[src/rtl/pointer_move_ctrl_pkg.sv]
// pointer_move_ctrl_pkg: shared axis state, direction encoding and saturating step
package pointer_move_ctrl_pkg;

    typedef enum logic [1:0] {IDLE, DELAY, REPEAT} axis_state_t;

    typedef logic [1:0] dir_t;
    localparam dir_t DIR_NONE = 2'b00;
    localparam dir_t DIR_POS  = 2'b01;
    localparam dir_t DIR_NEG  = 2'b10;

    function automatic int sat_step(dir_t dir, int duty, int step, int lo, int hi);
        return (dir == DIR_POS) ? ((duty > hi - step) ? hi : duty + step) :
               (dir == DIR_NEG) ? ((duty < lo + step) ? lo : duty - step) : duty;
    endfunction

endpackage

[src/rtl/pointer_move_ctrl_if.sv]
// pointer_move_ctrl_if: raw buttons in, duty words and status flags out
interface pointer_move_ctrl_if #(parameter int DUTY_W = 6);
    logic              Bt_Up, Bt_Down, Bt_Left, Bt_Right;
    logic [DUTY_W-1:0] Duty_X, Duty_Y;
    logic              Upd_X, Upd_Y, Sat_X, Sat_Y;

    modport master (output Bt_Up, Bt_Down, Bt_Left, Bt_Right,
                    input  Duty_X, Duty_Y, Upd_X, Upd_Y, Sat_X, Sat_Y);
    modport slave  (input  Bt_Up, Bt_Down, Bt_Left, Bt_Right,
                    output Duty_X, Duty_Y, Upd_X, Upd_Y, Sat_X, Sat_Y);
endinterface

[src/rtl/axis_stepper.sv]
// axis_stepper: per-axis direction decode, step/auto-repeat FSM and saturating duty register
module axis_stepper
    import pointer_move_ctrl_pkg::*;
#(
    parameter int DUTY_W     = 6,
    parameter int STEP       = 4,
    parameter int DUTY_MIN   = 0,
    parameter int DUTY_MAX   = 60,
    parameter int DUTY_HOME  = 0,
    parameter int REPEAT_DLY = 25000000,
    parameter int REPEAT_CYC = 5000000
) (
    input  logic              clk,
    input  logic              reset,
    input  logic              plus,
    input  logic              minus,
    output logic [DUTY_W-1:0] duty,
    output logic              upd,
    output logic              sat
);
    localparam int TMR_W = $clog2((REPEAT_DLY > REPEAT_CYC ? REPEAT_DLY : REPEAT_CYC) + 1);
    localparam logic [TMR_W-1:0]  DLY_LD = TMR_W'(REPEAT_DLY - 1);
    localparam logic [TMR_W-1:0]  CYC_LD = TMR_W'(REPEAT_CYC - 1);
    localparam logic [DUTY_W-1:0] HOME   = DUTY_W'(DUTY_HOME);
    localparam logic [DUTY_W-1:0] LO     = DUTY_W'(DUTY_MIN);
    localparam logic [DUTY_W-1:0] HI     = DUTY_W'(DUTY_MAX);

    axis_state_t       state_q, state_d;
    dir_t              dir, dir_q, dir_d;
    logic [TMR_W-1:0]  timer_q, timer_d;
    logic [DUTY_W-1:0] duty_q, duty_d;
    logic              upd_q, upd_d, sat_q, sat_d, step;

    assign dir = (plus & ~minus) ? DIR_POS : (minus & ~plus) ? DIR_NEG : DIR_NONE;

    // DELAY and REPEAT differ only in which reload brought them there, so they share one arm
    always_comb begin
        state_d = state_q;
        timer_d = timer_q;
        step    = 1'b0;
        case (state_q)
            IDLE: if (dir != DIR_NONE) begin
                step    = 1'b1;
                timer_d = DLY_LD;
                state_d = DELAY;
            end
            default: if (dir == DIR_NONE) begin
                state_d = IDLE;
            end else if (dir != dir_q) begin
                step    = 1'b1;
                timer_d = DLY_LD;
                state_d = DELAY;
            end else if (timer_q == '0) begin
                step    = 1'b1;
                timer_d = CYC_LD;
                state_d = REPEAT;
            end else begin
                timer_d = timer_q - 1'b1;
            end
        endcase
        dir_d  = step ? dir : dir_q;
        duty_d = step ? DUTY_W'(sat_step(dir, int'(duty_q), STEP, DUTY_MIN, DUTY_MAX)) : duty_q;
        upd_d  = duty_d != duty_q;
        sat_d  = (duty_d == LO) || (duty_d == HI);
    end

    always_ff @(posedge clk or posedge reset) begin
        if (reset) begin
            state_q <= IDLE;
            dir_q   <= DIR_NONE;
            timer_q <= '0;
            duty_q  <= HOME;
            upd_q   <= 1'b0;
            sat_q   <= (HOME == LO) || (HOME == HI);
        end else begin
            state_q <= state_d;
            dir_q   <= dir_d;
            timer_q <= timer_d;
            duty_q  <= duty_d;
            upd_q   <= upd_d;
            sat_q   <= sat_d;
        end
    end

    assign duty = duty_q;
    assign upd  = upd_q;
    assign sat  = sat_q;
endmodule

[src/rtl/btn_debounce.sv]
// btn_debounce: 2-FF synchroniser plus stability counter for one raw button
module btn_debounce #(
    parameter int DEBOUNCE_CYC = 500000
) (
    input  logic clk,
    input  logic reset,
    input  logic btn,
    output logic level
);
    localparam int CNT_W = $clog2(DEBOUNCE_CYC + 1);

    logic [1:0]       sync_q, sync_d;
    logic [CNT_W-1:0] cnt_q, cnt_d;
    logic             level_q, level_d, done;

    assign done = (sync_q[1] != level_q) && (cnt_q == CNT_W'(DEBOUNCE_CYC - 1));

    always_comb begin
        sync_d  = {sync_q[0], btn};
        level_d = done ? sync_q[1] : level_q;
        cnt_d   = (sync_q[1] == level_q || done) ? '0 : cnt_q + 1'b1;
    end

    always_ff @(posedge clk or posedge reset) begin
        if (reset) begin
            sync_q  <= '0;
            cnt_q   <= '0;
            level_q <= 1'b0;
        end else begin
            sync_q  <= sync_d;
            cnt_q   <= cnt_d;
            level_q <= level_d;
        end
    end

    assign level = level_q;
endmodule

[src/rtl/pointer_move_ctrl.sv]
// pointer_move_ctrl: four debounced buttons driving independent X/Y saturating duty steppers
module pointer_move_ctrl #(
    parameter int DUTY_W       = 6,
    parameter int STEP         = 4,
    parameter int DUTY_MIN     = 0,
    parameter int DUTY_MAX     = 60,
    parameter int DUTY_HOME    = 0,
    parameter int DEBOUNCE_CYC = 500000,
    parameter int REPEAT_DLY   = 25000000,
    parameter int REPEAT_CYC   = 5000000
) (
    input logic                clk,
    input logic                reset,
    pointer_move_ctrl_if.slave bus
);
    logic [3:0] raw, lvl;

    assign raw = {bus.Bt_Right, bus.Bt_Left, bus.Bt_Down, bus.Bt_Up};

    for (genvar i = 0; i < 4; i++) begin : g_db
        btn_debounce #(.DEBOUNCE_CYC(DEBOUNCE_CYC)) u_db (
            .clk(clk), .reset(reset), .btn(raw[i]), .level(lvl[i])
        );
    end

    axis_stepper #(
        .DUTY_W(DUTY_W), .STEP(STEP), .DUTY_MIN(DUTY_MIN), .DUTY_MAX(DUTY_MAX),
        .DUTY_HOME(DUTY_HOME), .REPEAT_DLY(REPEAT_DLY), .REPEAT_CYC(REPEAT_CYC)
    ) u_x (
        .clk(clk), .reset(reset), .plus(lvl[3]), .minus(lvl[2]),
        .duty(bus.Duty_X), .upd(bus.Upd_X), .sat(bus.Sat_X)
    );

    axis_stepper #(
        .DUTY_W(DUTY_W), .STEP(STEP), .DUTY_MIN(DUTY_MIN), .DUTY_MAX(DUTY_MAX),
        .DUTY_HOME(DUTY_HOME), .REPEAT_DLY(REPEAT_DLY), .REPEAT_CYC(REPEAT_CYC)
    ) u_y (
        .clk(clk), .reset(reset), .plus(lvl[0]), .minus(lvl[1]),
        .duty(bus.Duty_Y), .upd(bus.Upd_Y), .sat(bus.Sat_Y)
    );
endmodule

[src/flat_wrapper.sv]
// flat-port wrapper written by rule: the top's interface ports become plain ports
module pointer_move_ctrl_flat 
#(
    parameter int DUTY_W       = 6,
    parameter int STEP         = 4,
    parameter int DUTY_MIN     = 0,
    parameter int DUTY_MAX     = 60,
    parameter int DUTY_HOME    = 0,
    parameter int DEBOUNCE_CYC = 500000,
    parameter int REPEAT_DLY   = 25000000,
    parameter int REPEAT_CYC   = 5000000
)
  (clk, reset, bus_Bt_Up, bus_Bt_Down, bus_Bt_Left, bus_Bt_Right, bus_Duty_X, bus_Duty_Y, bus_Upd_X, bus_Upd_Y, bus_Sat_X, bus_Sat_Y);
  pointer_move_ctrl_if #(.DUTY_W(DUTY_W)) bus_i ();
  input logic clk;
  input logic reset;
  input wire logic [$bits(bus_i.Bt_Up)-1:0] bus_Bt_Up;
  input wire logic [$bits(bus_i.Bt_Down)-1:0] bus_Bt_Down;
  input wire logic [$bits(bus_i.Bt_Left)-1:0] bus_Bt_Left;
  input wire logic [$bits(bus_i.Bt_Right)-1:0] bus_Bt_Right;
  output wire logic [$bits(bus_i.Duty_X)-1:0] bus_Duty_X;
  output wire logic [$bits(bus_i.Duty_Y)-1:0] bus_Duty_Y;
  output wire logic [$bits(bus_i.Upd_X)-1:0] bus_Upd_X;
  output wire logic [$bits(bus_i.Upd_Y)-1:0] bus_Upd_Y;
  output wire logic [$bits(bus_i.Sat_X)-1:0] bus_Sat_X;
  output wire logic [$bits(bus_i.Sat_Y)-1:0] bus_Sat_Y;
  assign bus_i.Bt_Up = bus_Bt_Up;
  assign bus_i.Bt_Down = bus_Bt_Down;
  assign bus_i.Bt_Left = bus_Bt_Left;
  assign bus_i.Bt_Right = bus_Bt_Right;
  assign bus_Duty_X = bus_i.Duty_X;
  assign bus_Duty_Y = bus_i.Duty_Y;
  assign bus_Upd_X = bus_i.Upd_X;
  assign bus_Upd_Y = bus_i.Upd_Y;
  assign bus_Sat_X = bus_i.Sat_X;
  assign bus_Sat_Y = bus_i.Sat_Y;
  pointer_move_ctrl #(.DUTY_W(DUTY_W), .STEP(STEP), .DUTY_MIN(DUTY_MIN), .DUTY_MAX(DUTY_MAX), .DUTY_HOME(DUTY_HOME), .DEBOUNCE_CYC(DEBOUNCE_CYC), .REPEAT_DLY(REPEAT_DLY), .REPEAT_CYC(REPEAT_CYC)) u_core (.clk(clk), .reset(reset), .bus(bus_i));
endmodule
[config.mk]
export PLATFORM = sky130hd
export DESIGN_NAME = pointer_move_ctrl_flat
export DESIGN_NICKNAME = d
export VERILOG_FILES = /design/src/rtl/pointer_move_ctrl_pkg.sv /design/src/rtl/pointer_move_ctrl_if.sv /design/src/rtl/axis_stepper.sv /design/src/rtl/btn_debounce.sv /design/src/rtl/pointer_move_ctrl.sv /design/src/flat_wrapper.sv
export SDC_FILE = /design/constraint.sdc
export NUM_CORES = 1
export LEC_CHECK = 0
export BUFFER_PORTS_ARGS = -buffer_cell sky130_fd_sc_hd__buf_2
export CELL_PAD_IN_SITES_DETAIL_PLACEMENT = 0
export CELL_PAD_IN_SITES_GLOBAL_PLACEMENT = 2
export CORE_ASPECT_RATIO = 0.5
export CORE_MARGIN = 4
export CORE_UTILIZATION = 40
export DETAILED_ROUTE_END_ITERATION = 7
export PLACE_DENSITY = 0.79
export SYNTH_ARGS = -nofsm -noshare
export SYNTH_HDL_FRONTEND = slang
export SYNTH_SLANG_ARGS = --single-unit
[constraint.sdc]
create_clock -name clk -period 5 [get_ports clk]
set_input_delay 0.25 -clock clk [delete_from_list [all_inputs] [get_ports clk]]
set_output_delay 0.25 -clock clk [all_outputs]
set_load 0.01 [all_outputs]
### After elaboration in Yosys (flattened, before gate mapping)

Cells that the tools add are included.

* register bits: 162
* output and inout bits: 16
* logic and storage cells: 146

* $add $sub $neg: 10
* magnitude comparators: 4
* equality and inequality tests: 26
* mux-type cells: 48
* bitwise operators: 8
* reduce and logical (&&, ||, !) cells: 26

Operators with widths (count)
* $mux 25: 10
* $add 19x1->19 const B: 4
* $eq 19x19->1 const B: 4
* $mux 19: 4
* $mux 6: 10
* $logic_not 25->1: 2
* $sub 25x1->25 const B: 2
* $mux 2: 14
* $add 6x3->6 const B: 2
* $eq 6x6->1 const B: 2
* $gt 6x6->1 const B: 2
* $logic_not 6->1: 2
* $lt 6x3->1 const B: 2
* $ne 6x6->1: 2
* $sub 6x3->6 const B: 2
* $mux 1: 10
* $logic_not 2->1: 4
* $reduce_and 2->1: 4
* $reduce_bool 4->1: 2
* $logic_or 1x1->1: 6
* $and 1x1->1: 4
* $eq 1x1->1: 4
* $eq 2x1->1 const B: 2
* $eq 2x2->1 const B: 2
* 7 further kinds: 20

### Logic depth before layout (Yosys ltp)

Gate-level depths: netlist of the first run.

* depth in word-level cells: 11
* mapped depth: 11
* gate-level depth less buffers: 9

### Modules after synthesis

A second synthesis of the first run with hierarchy kept.

* cells, all modules: 931
* area total of the unflattened synthesis: 8785.9 um^2

By module, submodules not included
* btn_debounce: instances 4, cells each 106, area each 1067.3 um^2, seq. area each 550.5 um^2
* axis_stepper (u_core.u_y): instances 1, cells each 253, area each 2275.9 um^2, seq. area each 927.1 um^2
* axis_stepper (u_core.u_x): instances 1, cells each 254, area each 2240.9 um^2, seq. area each 927.1 um^2

### Worst setup path before layout of the first run

OpenSTA, ideal clock, no wires.

* path type: flip-flop to flip-flop
* from: register u_core.g_db[1].u_db.level_q
* to: register u_core.u_y.sat_q (netlist: u_core.u_y.sat)
* setup time: 0.097 ns
* arrival time: 2.794 ns
* required time: 4.903 ns
* slack: 2.109 ns
* stages on the path, launching flop included: 11
* path buffers: 1
* clock period less this slack: 2.891 ns
* cells stage by stage: dfrtp_1 inv_1 ha_1 buf_2 nor4b_1 nand3_1 o32a_4 a311oi_2 a31oi_1 or3_1 o41ai_2

* word-level cells in the longest chain between the ends: 10
* elaborated cells on any way between the ends: 20

Ends and longest elaborated chain
* from (decl): line btn_debounce.sv:14 `logic level_q, level_d, done;`
* from (signal assigned): line btn_debounce.sv:32 `level_q <= level_d;`
* $and 1x1->1 / $not 1->1 (equally long branches): line axis_stepper.sv:34 `assign dir = (plus & ~minus) ? DIR_POS : (minus & ~plus) ? DIR_NEG : DIR_NONE;`
* $mux 2 / $and 1x1->1 (equally long branches): line axis_stepper.sv:34
* $mux 2 *: line axis_stepper.sv:34
* $ne 2x2->1: line axis_stepper.sv:49 `end else if (dir != dir_q) begin`
* $mux 1: line axis_stepper.sv:49
* $mux 1: line axis_stepper.sv:47 `default: if (dir == DIR_NONE) begin`
* $mux 1: line axis_stepper.sv:41 `case (state_q)`
* $mux 6 *: line axis_stepper.sv:62 `duty_d = step ? DUTY_W'(sat_step(dir, int'(duty_q), STEP, DUTY_MIN, DUTY_MAX)) : duty_q;`
* $eq 6x6->1 / $logic_not 6->1 (equally long branches): line axis_stepper.sv:64 `sat_d = (duty_d == LO) || (duty_d == HI);`
* $logic_or 1x1->1 *: line axis_stepper.sv:64
* named net u_core.u_y.sat_d: line axis_stepper.sv:32 `logic upd_q, upd_d, sat_q, sat_d, step;`
* to (signal assigned): line axis_stepper.sv:74 `sat_q <= (HOME == LO) || (HOME == HI);`
* to (signal assigned): line axis_stepper.sv:81 `sat_q <= sat_d;`
* to (decl): line axis_stepper.sv:32

Mark *: on every way through the listed nets, which the timed path passes. The rest lies on a longest branch.
A chain may end at the register's enable or synchronous reset.

### Final worst setup path of the first run

Ends and elaborated chain as after synthesis.

==> results of run 1 <==
==> metal layers <==
| layer | up-vias | global-route usage [%] |
|---|---|---|
| met5 | - | 0 |
| met4 | 0 | 4.55 |
| met3 | 18 | 4.45 |
| met2 | 76 | 24.6 |
| met1 | 3049 | 24.0 |
| li1 | 3144 | - |
==> cell type report <==
class	count	area share, %
flip-flops and latches	162	43.1
multi-input cells	677	42.3
clock buffers	19	4.81
well taps	266	3.54
clock inverters	13	2.97
repair buffers	31	2.05
inverters	29	1.21
==> per-stage QoR <==
step	setup slack, ns	util [%]	cell area [sq um]	hold slack [ns]	std cells
global placement	1.72	43.4	8630	0.332	1160
finish	1.46	47.4	9410	0.352	1197
floorplan	0.377	-	8270	0.281	899
global route	1.19	47.4	9410	0.361	1197
CTS	1.47	47.4	9410	0.351	1197
detailed placement	1.49	43.4	8630	0.336	1160
==> final timing paths <==
check,startpoint,to,slack (ns),cells after the start
worst max-delay path,u_core.g_db[1].u_db.level$_DFFE_PP0P_,u_core.u_y.sat$_DFF_PP1_,1.46,10
worst min-delay path,u_core.g_db[3].u_db.sync_q[0]$_DFF_PP0_,u_core.g_db[3].u_db.sync_q[1]$_DFF_PP0_,0.35,0
worst max register to register,u_core.g_db[1].u_db.level$_DFFE_PP0P_,u_core.u_y.sat$_DFF_PP1_,1.46,10
worst min register to register,u_core.g_db[3].u_db.sync_q[0]$_DFF_PP0_,u_core.g_db[3].u_db.sync_q[1]$_DFF_PP0_,0.35,0
max in group asynchronous,reset,u_core.g_db[2].u_db.cnt_q[17]$_DFF_PP0_,3.38,4
min in group asynchronous,reset,u_core.g_db[2].u_db.sync_q[1]$_DFF_PP0_,0.53,3
==> timing repair <==
action,in CTS,in global routing
endpoints found under the hold margin,5,0
resized for setup,0,0
hold buffers,5,0
==> cell usage after synthesis, drive strengths merged, types with 2 or more instances <==
cell type,instances
a21o,2
a21oi,35
a31oi,8
and2,2
and3,5
and4,3
buf,4
clkbuf,27
dfrtp,160
dfstp,2
ha,18
inv,28
mux2,6
nand2,90
nand2b,8
nand3,42
nand3b,5
nand4,19
nor2,153
nor2b,7
nor3,31
nor3b,3
nor4,21
nor4b,4
o21a,3
o21ai,45
o22ai,5
o31ai,5
o32ai,2
o41ai,6
or2,7
or3,26
or4,5
or4b,2
xnor2,40
xor2,53
==> registers in the layout (all words and copies together), names as in the netlist <==
| name | count |
|---|---|
| u_core.g_db.u_db.sync_q | 8 |
| u_core.u_x.dir_q | 2 |
| u_core.g_db.u_db.cnt_q | 76 |
| u_core.u_y.dir_q | 2 |
| u_core.u_y.duty | 6 |
| u_core.u_x.timer_q | 25 |
| u_core.u_x.upd | 1 |
| u_core.u_x.duty | 6 |
| u_core.u_y.state_q | 2 |
| u_core.u_x.state_q | 2 |
| u_core.u_y.sat | 1 |
| u_core.g_db.u_db.level | 4 |
| u_core.u_y.timer_q | 25 |
| u_core.u_y.upd | 1 |
| u_core.u_x.sat | 1 |
==> cells by family after synthesis <==
logic type | after synthesis | share of synthesized area [%]
xor gates and xnor gates | 93 | 9.85
and+or+nand+nor | 437 | 25.3
AOI/OAI and AO/OA | 122 | 9.27
DFF | 162 | 49.0
adders and majority gates | 18 | 2.72
buffers and inverters | 60 | 2.84
muxes | 7 | 0.938
==> where the power goes <==
group / internal [W] / total [W] / switching, W / leakage (nW)
logic: 0.0000150 / 0.0000597 / 0.0000447 / 1.72
registers: 0.00132 / 0.00133 / 0.00000898 / 2.23
clock network: 0.00107 / 0.00161 / 0.000544 / 0.353
total: 0.00240 / 0.00300 / 0.000597 / 4.30
==> impl_results.md, run 1 <==
* Status: completed
* Mapped cell area at 8270 sq um
* Setup bufs post-CTS at 0
* Post-synth ARST share at 100%
* Pwr dens at 319 nW/um^2
* FF+latch count, synth at 162
* DP HPWL at 11.7 mm
* Total core area at 19900 sq um
* Via Count at between 6k and 7k
* WL final at 17.5 mm
* Final hold vios at 0
* Die width at 211 microns
* Max VDD drop at 0.000184 V
* Worst-path clk slew at 0.06 ns
* Buf/Inv on CP at 2
* 1st-iter DRT viols at 383
* Ports at 22
* Register area share after synthesis at 49.0%
* Leakage at 4.30 nW
* Ys Warns at 0
* Layout net count at 942
* DRT Pass-1 Iters at 5
* H-tree depth at 4
* ANT cells at 0
* EDFF count, synth at 0
* Max Clk Rate at 283 MHz
* Mapped Cells at 899
* CTS buffer count at 17
* Worst Tran Pin Value at roughly 1.0 ns
* Critical path required time at 5.34 ns
* Worst-path fanout max at 27
* IO buf count at 21
* Root buffer cell: clkbuf_16
* CTS Buffer Depth at 2
* Worst path max stage delay at between 0.7 and 0.8 ns
* Max_slew headroom at 32.0%
* Number of global-route vias before repair at slightly above 6k
* Setup crit start kind: flop
* Crit path max-delay family: simple AND/OR/NAND/NOR gates
* Clock latency on the worst-skew pair at ~0.43 ns
* Initial antenna violation count at 0
* Starting density of the core at a little over two fifths
* Ranking of synthesized cells by area: dfrtp_1 (48%), nor2_1 (6.9%), xor2_1 (5.6%), xnor2_1 (4.2%), nand2_1 (4.1%)
* Unrepaired setup endpoints after global routing: no
* Most common cell after layout, fill and taps aside: dfrtp_1
* Overall power at roughly 0.0030 W
* M1 WL at 9.23 mm
* MaxCap Viol Count at 0
* Grt ovf at 0
* Number of setup violations in the final report at 0
* Fill count at ~1.9k
* Layout cells sized above 1 at 9.34%
* Fin crit share at 70.8%
* Distinct cell type count after synthesis at 63
* Antenna-violating nets left at 0
* Synth-to-layout area growth at 13.7%
* Leading area contributor after synthesis: dfrtp_1
* Post-synth top area share at 48.4%
* Fin Clk Skew at about 0.009 ns
* Critical path's slowest cell: nor4b_1
* Met2 wire length at 7.47 mm
* DIE HEIGHT at 110 microns
* Met3 Routed Length at 622 microns
* First-pass GRT wire length at 30.9 mm
* Post-synth top flop: dfrtp_1
* GR Util All Layers at 16.6%
* Most frequent cells in the layout: dfrtp_1 (160), nor2_1 (153), nand2_1 (90)
* Die ar. at 23200 sq um
* Critical path class: reg -> reg
* RePlAce Congestion at 0.819
* Area occupied by multi-input gates at 3980 sq um
* Arr. time, crit path at 3.87 ns
* Rows at 36
* Slew Viols, Final at 0
* Tmin final at 3.54 ns
* Largest net degree at the start of global routing at 88
* DRC at 0
* Final setup TNS at 0 ns
* Top Metal Used: met4
* Vias/cell at 5.25
* DR WL/cell at 14.6 microns
* Min-delay worst type: reg -> reg
* Sink Count at 162
* Critical-path cell list: inv_1 -> ha_1 -> buf_4 -> nor4b_1 -> nand3_1 -> o32a_4 -> a311oi_2 -> a31oi_1 -> or3_1 -> o41ai_2
* Syn avg cell area at 9.20 sq um
* Sequential cell area at 4060 sq um
* Syn Nets at 923
* CTS tree: yes
* CP endpoint kind: flop
(Power assumes the default switching activity.)
==> run 2: changes to the inputs <==
--- a/config.mk
+++ b/config.mk
@@ -5,12 +5,13 @@
 export SDC_FILE = /design/constraint.sdc
 export NUM_CORES = 1
 export LEC_CHECK = 0
+export ABC_AREA = 1
 export BUFFER_PORTS_ARGS = -buffer_cell sky130_fd_sc_hd__buf_2
 export CELL_PAD_IN_SITES_DETAIL_PLACEMENT = 0
 export CELL_PAD_IN_SITES_GLOBAL_PLACEMENT = 2
 export CORE_ASPECT_RATIO = 0.5
 export CORE_MARGIN = 4
-export CORE_UTILIZATION = 40
+export CORE_UTILIZATION = 38
 export DETAILED_ROUTE_END_ITERATION = 7
 export PLACE_DENSITY = 0.79
 export SYNTH_ARGS = -nofsm -noshare
==> constraint.sdc (replaced) <==
create_clock -name clk -period 3.6 [get_ports clk]
set_input_delay 0.18 -clock clk [delete_from_list [all_inputs] [get_ports clk]]
set_output_delay 0.18 -clock clk [all_outputs]
set_load 0.01 [all_outputs]
==> impl_results.md, run 2 <==
* Layout Utilization at 43.9% (-3.5 points)
* Tmin final at 2.66 ns (-0.882 ns)
* Max_slew headroom at 40.0% (+8.0 points)
* 1st-iter DRT viols at 276 (-28%)
* H-tree depth at 4 (unchanged)
* Synth-to-layout area growth at 12.4%
* Distinct cell type count after synthesis at 50 (-21%)
* Fin Clk Skew at 0.00632 ns (-0.00244 ns)
* Biggest regs: u_core.g_db.u_db.cnt_q: 76 flops, u_core.u_x.timer_q: 25 flops, u_core.u_y.timer_q: 25 flops
* Root buffer cell: clkbuf_16
* Mapped cell area at 8990 sq um (+8.6%)
* Top reg by flops: u_core.g_db.u_db.cnt_q
* Layout net count at 1195 (+27%)
* Slew Viols, Final at 0 (unchanged)
* Final hold vios at 9 (+9)
* Unrepaired setup endpoints after global routing: no
* DR WL/cell at 12.9 microns (-12%)
* Leading area contributor after synthesis: dfrtp_1
* Post-synth ARST share at 100% (unchanged)
* Commonest cells in the synthesized netlist: nand2_1 (226), dfrtp_1 (160), nor2_1 (151)
* RePlAce Congestion at 0.776 (-5.2%)
* IO buf count at 21 (unchanged)
* Die width at 225 microns (+6.7%)
* Register area share after synthesis at 45.1% (-3.9 points)
* Pwr dens at 393 nW/um^2 (+23%)
* Fin crit share at 73.8% (+3.0 points)
* Syn avg cell area at 7.88 sq um (-14%)
* CTS buffer count at 17 (unchanged)
* Mapped Cells at 1141 (+27%)
* Overall power at 0.00397 W (+32%)
* Layout cells sized above 1 at 11.0% (+1.6 points)
* GR Util All Layers at 15.7% (-0.81 points)
* Critical path required time at 3.98 ns (-1.36 ns)
* Fin Hold WS at -0.0295 ns (-0.381 ns)
* Rows at 39 (+8.3%)
* Worst-path clk slew at 0.06 ns (about the same)
* PostCTS Resize Cnt at 0 (unchanged)
* Clock latency on the worst-skew pair at 0.43 ns (about the same)
* Final setup TNS at 0 ns (unchanged)
* Ports at 22 (unchanged)
* Status: finished with violations
* WL final at 19.2 mm (+9.7%)
* Most frequent cells in the layout: nand2_1 (226), dfrtp_1 (160), nor2_1 (151)
* Starting density of the core at 39.0% (-2.6 points)
* ANT cells at 0 (unchanged)
* Largest net degree at the start of global routing at 163 (+85%)
* Worst Tran Pin Value at 0.900 ns (-0.111 ns)
* MaxCap Viol Count at 0 (unchanged)
* Via Count at 7088 (+13%)
* Die ar. at 26300 sq um (+14%)
* Grt ovf at 0 (unchanged)
* Count leader, synth: nand2_1
* Number of global-route vias before repair at 6929 (+11%)
* Post-synth top flop: dfrtp_1
* Post-synth top area share at 44.6% (-3.8 points)
* DRC at 0 (unchanged)
* FF+latch count, synth at 162 (unchanged)
* Syn Nets at 1165 (+26%)
* Placed inst area at 9400 sq um (+9.0%)
* CTS Buffer Depth at 2 (unchanged)
* Ranking of synthesized cells by area: dfrtp_1 (45%), nand2_1 (9.4%), nor2_1 (6.3%), inv_1 (6.1%), nand3_1 (5.3%)
* Critical path class: reg -> reg
* CP endpoint kind: flop
* CTS tree: yes
* Leakage at 5.01 nW (+16%)
* Number of setup violations in the final report at 0 (unchanged)
* Setup bufs post-CTS at 0 (unchanged)
* Min-delay worst type: in -> async
* DIE HEIGHT at 117 microns (+6.4%)
* DRT Pass-1 Iters at 4 (-1)
* Arr. time, crit path at 3.03 ns (-0.84 ns)
* Worst r2r path cells at 10 (unchanged)
* Failing checks: negative hold slack
* Max VDD drop at 0.000295 V (+60%)
* Vias/cell at 4.75 (-9.5%)
* Worst-path fanout max at 17 (-37%)
* Most common cell after layout, fill and taps aside: nand2_1
* Max Clk Rate at 376 MHz (+33%)
* Total core area at 23000 sq um (+16%)
* Design area at 10100 sq um (+7.4%)
* First-pass GRT wire length at 33.7 mm (+9.0%)
* Max reg flops at 76 (unchanged)
* Ys Warns at 0 (unchanged)
* Antenna-violating nets left at 0 (unchanged)
* EDFF count, synth at 0 (unchanged)
* Setup crit start kind: flop
* DP HPWL at 13.4 mm (+14%)
* Sink Count at 162 (unchanged)
* Initial antenna violation count at 0 (unchanged)
[run 2: metrics by stage]
stage | cells | worst slack (ns)
3_3_place_gp | 1455 | 0.998
6_report | 1491 | 0.943
3_5_place_dp | 1455 | 0.924
5_1_grt | 1491 | 0.631
2_1_floorplan | 1141 | 1.36
4_1_cts | 1491 | 0.903
[run 2: area by class of cell]
class                           instances  area, sq um
Sequential cell                       162         4060
Timing Repair Buffer                   27          173
Fill cell                            2330        12900
Multi-Input combinational cell        805         4230
Clock buffer                           21          460
Tap cell                              307          384
Inverter                              158          597
Clock inverter                         11          200
[run 2: repair_timing]
action,in CTS,in global routing
hold buffers,4,0
setup endpoints to repair,0,0
endpoints found under the hold margin,4,0
[run 2: final timing paths]
path	startpoint	end	slack (ns)
max in group asynchronous	reset	u_core.u_x.timer_q[2]$_DFFE_PP0P_	2.94
worst max-delay path	u_core.g_db[1].u_db.level$_DFFE_PP0P_	u_core.u_y.sat$_DFF_PP1_	0.94
worst min-delay path	reset	u_core.g_db[0].u_db.sync_q[0]$_DFF_PP0_	-0.03
worst max register to register	u_core.g_db[1].u_db.level$_DFFE_PP0P_	u_core.u_y.sat$_DFF_PP1_	0.94
worst min register to register	u_core.g_db[2].u_db.sync_q[0]$_DFF_PP0_	u_core.g_db[2].u_db.sync_q[1]$_DFF_PP0_	0.35
min in group clk	u_core.g_db[2].u_db.sync_q[0]$_DFF_PP0_	u_core.g_db[2].u_db.sync_q[1]$_DFF_PP0_	0.35
[run 2: worst max-delay path, cell delays in order (launching register included)]
cell,delay [ns]
dfrtp_1,0.41
inv_1,0.08
ha_1,0.56
clkinv_1,0.57
nand2_4,0.41
nand2_8,0.14
nand2_1,0.09
nand2_1,0.07
nor2_1,0.11
nand3_1,0.08
nand2_1,0.07
[run 2: metal layers]
layer | up-vias | share of wire, % | track usage, % | routed length (microns)
met2 | 54 | 45 | 25.1 | 8580
met1 | 3272 | 52 | 21.4 | 9890
met3 | 20 | 2.4 | 3.89 | 461
li1 | 3742 | - | - | -
met4 | 0 | 1.4 | 4.89 | 260
met5 | - | 0 | 0 | 0
[run 2: kinds of logic after synthesis]
| family | share of synthesized area, % |
|---|---|
| simple gates | 30.2 |
| buf+inv | 7.74 |
| compound gates | 10.4 |
| flops | 45.1 |
| xor+xnor | 3.90 |
| fa+ha+maj | 2.51 |
| mux | 0.125 |
[run 2: power by group]
| group | internal (W) | total, W | switching (W) |
|---|---|---|---|
| logic | 0.0000200 | 0.0000831 | 0.0000631 |
| registers | 0.00184 | 0.00185 | 0.0000112 |
| clock network | 0.00128 | 0.00204 | 0.000767 |
| total | 0.00313 | 0.00397 | 0.000841 |
==> run 3: changes to the inputs <==
==> constraint.sdc (replaced) <==
create_clock -name clk -period 2.5 [get_ports clk]
set_input_delay 0.125 -clock clk [delete_from_list [all_inputs] [get_ports clk]]
set_output_delay 0.125 -clock clk [all_outputs]
set_load 0.01 [all_outputs]
==> impl_results.md, run 3 (synthesis results as in run 2) <==
* Status: completed
* DRC at 0 (unchanged)
* Sink Count at 162 (unchanged)
* Worst Tran Pin Value at 0.461 ns (-0.439 ns)
* DP HPWL at 14.0 mm (+4.5%)
* Die ar. at 26300 sq um (unchanged)
* Crit path max-delay family: simple AND/OR/NAND/NOR gates
* Layout cells sized above 1 at 11.7% (+0.73 points)
* Rows at 39 (unchanged)
* RePlAce Congestion at 0.793 (+2.2%)
* Max reg flops at 76 (unchanged)
* Synth-to-layout area growth at 13.1%
* First-pass GRT wire length at 34.5 mm (+2.4%)
* Max VDD drop at 0.000428 V (+45%)
* P_sw at 0.00124 W (+47%)
* Vias/cell at 4.79 (+0.74%)
* Sw Ratio at 22.1% (+0.96 points)
* Total core area at 23000 sq um (unchanged)
* Crit Reg-Reg Endpoint: u_core.u_y.sat$_DFF_PP1_
* Setup bufs post-CTS at 0 (unchanged)
* R2r startpoint: u_core.g_db[1].u_db.level$_DFFE_PP0P_
* Worst path max stage delay at 0.41 ns (-0.16 ns)
* Grt ovf at 0 (unchanged)
* H-tree depth at 4 (unchanged)
* Via Count at 7198 (+1.6%)
* Levels on crit path at 12 (+2)
* Leakage at 5.05 nW (+0.75%)
* ANT cells at 0 (unchanged)
* Pint at 0.00436 W (+39%)
* CP most frequent cell: nand2_1
* CTS tree: yes
* Combinational share of power at 2.3% (+0.2 points)
* Worst-path fanout max at 16 (-1)
* CTS Buffer Depth at 2 (unchanged)
* CTS buffer count at 17 (unchanged)
* DIE HEIGHT at 117 microns (unchanged)
* Worst slack, placed at 0.416 ns (-0.509 ns)
* Die width at 225 microns (unchanged)
* IO buf count at 21 (unchanged)
* Critical path required time at 2.89 ns (-1.09 ns)
* Tmin final at 2.11 ns (-0.547 ns)
* R2R setup slack at 0.39 ns (-0.55 ns)
* Top reg by flops: u_core.g_db.u_db.cnt_q
* Worst-path clk slew at 0.06 ns (about the same)
* Initial antenna violation count at 0 (unchanged)
* Clock latency on the worst-skew pair at 0.44 ns (about the same)
* Final setup margin at 0.390 ns (-0.553 ns)
* Fin Clk Skew at 0.00714 ns (+0.000824 ns)
* WL final at 19.7 mm (+2.6%)
* Slew Viols, Final at 0 (unchanged)
* Antenna-violating nets left at 0 (unchanged)
* Pwr dens at 550 nW/um^2 (+40%)
* GR Util All Layers at 16.3% (+0.55 points)
* Largest net degree at the start of global routing at 84 (-48%)
* Arr. time, crit path at 2.50 ns (-0.53 ns)
* Layout Utilization at 44.1% (+0.27 points)
* Min-delay worst type: in -> async
* Starting density of the core at 39.0% (unchanged)
* Number of global-route vias before repair at 7199 (+3.9%)
* Critical path's slowest cell: dfrtp_1
* 1st-iter DRT viols at 366 (+33%)
* Design area at 10200 sq um (+0.61%)
* Setup crit start kind: flop
* Biggest regs: u_core.g_db.u_db.cnt_q: 76 flops, u_core.u_x.timer_q: 25 flops, u_core.u_y.timer_q: 25 flops
* DR WL/cell at 13.1 microns (+1.8%)
* Buf/Inv on CP at 2 (unchanged)
* Clock power frac at 50.1% (-1.3 points)
* Unrepaired setup endpoints after global routing: no
* Number of setup violations in the final report at 0 (unchanged)
* DRT Pass-1 Iters at 4 (unchanged)
* Critical path class: reg -> reg
* Root buffer cell: clkbuf_16
* Most frequent cells in the layout: nand2_1 (226), dfrtp_1 (160), nor2_1 (151)
* Final hold vios at 0 (-9)
* CP endpoint kind: flop
* Layout net count at 1207 (+1.0%)
* Final setup TNS at 0 ns (unchanged)
* Most common cell after layout, fill and taps aside: nand2_1
* Flop pwr share at 47.5% (+1.0 points)
* Ports at 22 (unchanged)
* Worst r2r path cells at 12 (+2)
* Placed inst area at 9500 sq um (+1.0%)
* Max Clk Rate at 474 MHz (+26%)
* Critical-path cell list: inv_1 -> ha_1 -> xor2_1 -> nor2_1 -> inv_1 -> nand2_4 -> nand2_8 -> nand2_1 -> nand2_1 -> nor2_1 -> nand3_1 -> nand2_1
* Fin crit share at 84.4% (+11 points)
* Max_slew headroom at 69.0% (+29 points)
* MaxCap Viol Count at 0 (unchanged)
-- run 3: cell count changes in the layout (fill, tap and decap cells not counted), sizes merged --
cell,delta
clkinv,+1
buf,+11
bufinv,-1
dlygate4sd3,+1
clkbuf,-1
clkinvlp,+1
-- run 3: area by class of cell --
| cell class | instances | area [sq um] |
|---|---|---|
| clock inverters | 12 | 180 |
| repair buffers | 39 | 278 |
| clock buffers | 20 | 437 |
| well taps | 307 | 384 |
| fillers | 2306 | 12900 |
| inverters | 158 | 597 |
| flip-flops and latches | 162 | 4060 |
| multi-input cells | 805 | 4230 |
-- run 3: metal layers --
metal / global-route usage, % / vias to the layer above / wire, microns
li1: - / 3773 / -
met1: 21.2 / 3338 / 9940
met2: 27.3 / 62 / 8950
met5: 0 / - / 0
met4: 5.14 / 0 / 295
met3: 3.94 / 25 / 511
-- run 3: how the worst max path moves through the flow --
stage | slack [ns] | endpoint | start
floorplan | 0.32 | u_core.g_db[0].u_db.cnt_q[0]$_DFF_PP0_ | reset
global placement | 0.48 | u_core.u_x.timer_q[0]$_DFFE_PP0P_ | u_core.g_db[2].u_db.level$_DFFE_PP0P_
detailed placement | 0.42 | u_core.u_y.sat$_DFF_PP1_ | u_core.g_db[1].u_db.level$_DFFE_PP0P_
CTS | 0.38 | u_core.u_y.sat$_DFF_PP1_ | u_core.g_db[1].u_db.level$_DFFE_PP0P_
global route | 0.18 | u_core.u_y.sat$_DFF_PP1_ | u_core.g_db[1].u_db.level$_DFFE_PP0P_
finish | 0.39 | u_core.u_y.sat$_DFF_PP1_ | u_core.g_db[1].u_db.level$_DFFE_PP0P_
-- run 3: through the flow --
step | power (W) | std cells | hold WS [ns]
floorplan | 0.00279 | 1141 | 0.156
global placement | 0.00284 | 1466 | 0.154
detailed placement | 0.00284 | 1466 | 0.154
CTS | 0.00568 | 1503 | 0.215
global route | 0.00582 | 1503 | 0.253
finish | 0.00559 | 1503 | 0.230
-- run 3: what timing repair did --
item | CTS | global route
endpoints found under the hold margin | 18 | 0
hold buffers | 5 | 0
gates resized for setup | 0 | 0
-- run 3: power groups by stage --
| stage | clock (W) | sequential [W] | combinational, W |
|---|---|---|---|
| final | 0.00280 | 0.00266 | 0.000130 |
| after global routing | 0.00301 | 0.00266 | 0.000157 |
| after CTS | 0.00288 | 0.00266 | 0.000139 |
| after detailed placement | 0 | 0.00271 | 0.000133 |
| after global placement | 0 | 0.00271 | 0.000131 |
| after floorplan | 0 | 0.00271 | 0.0000843 |
-- run 3: worst min-delay path, cell delays in order --
cell and delay [ns]:
dlygate4sd3_1 0.53, buf_2 0.13, clkinvlp_4 0.29
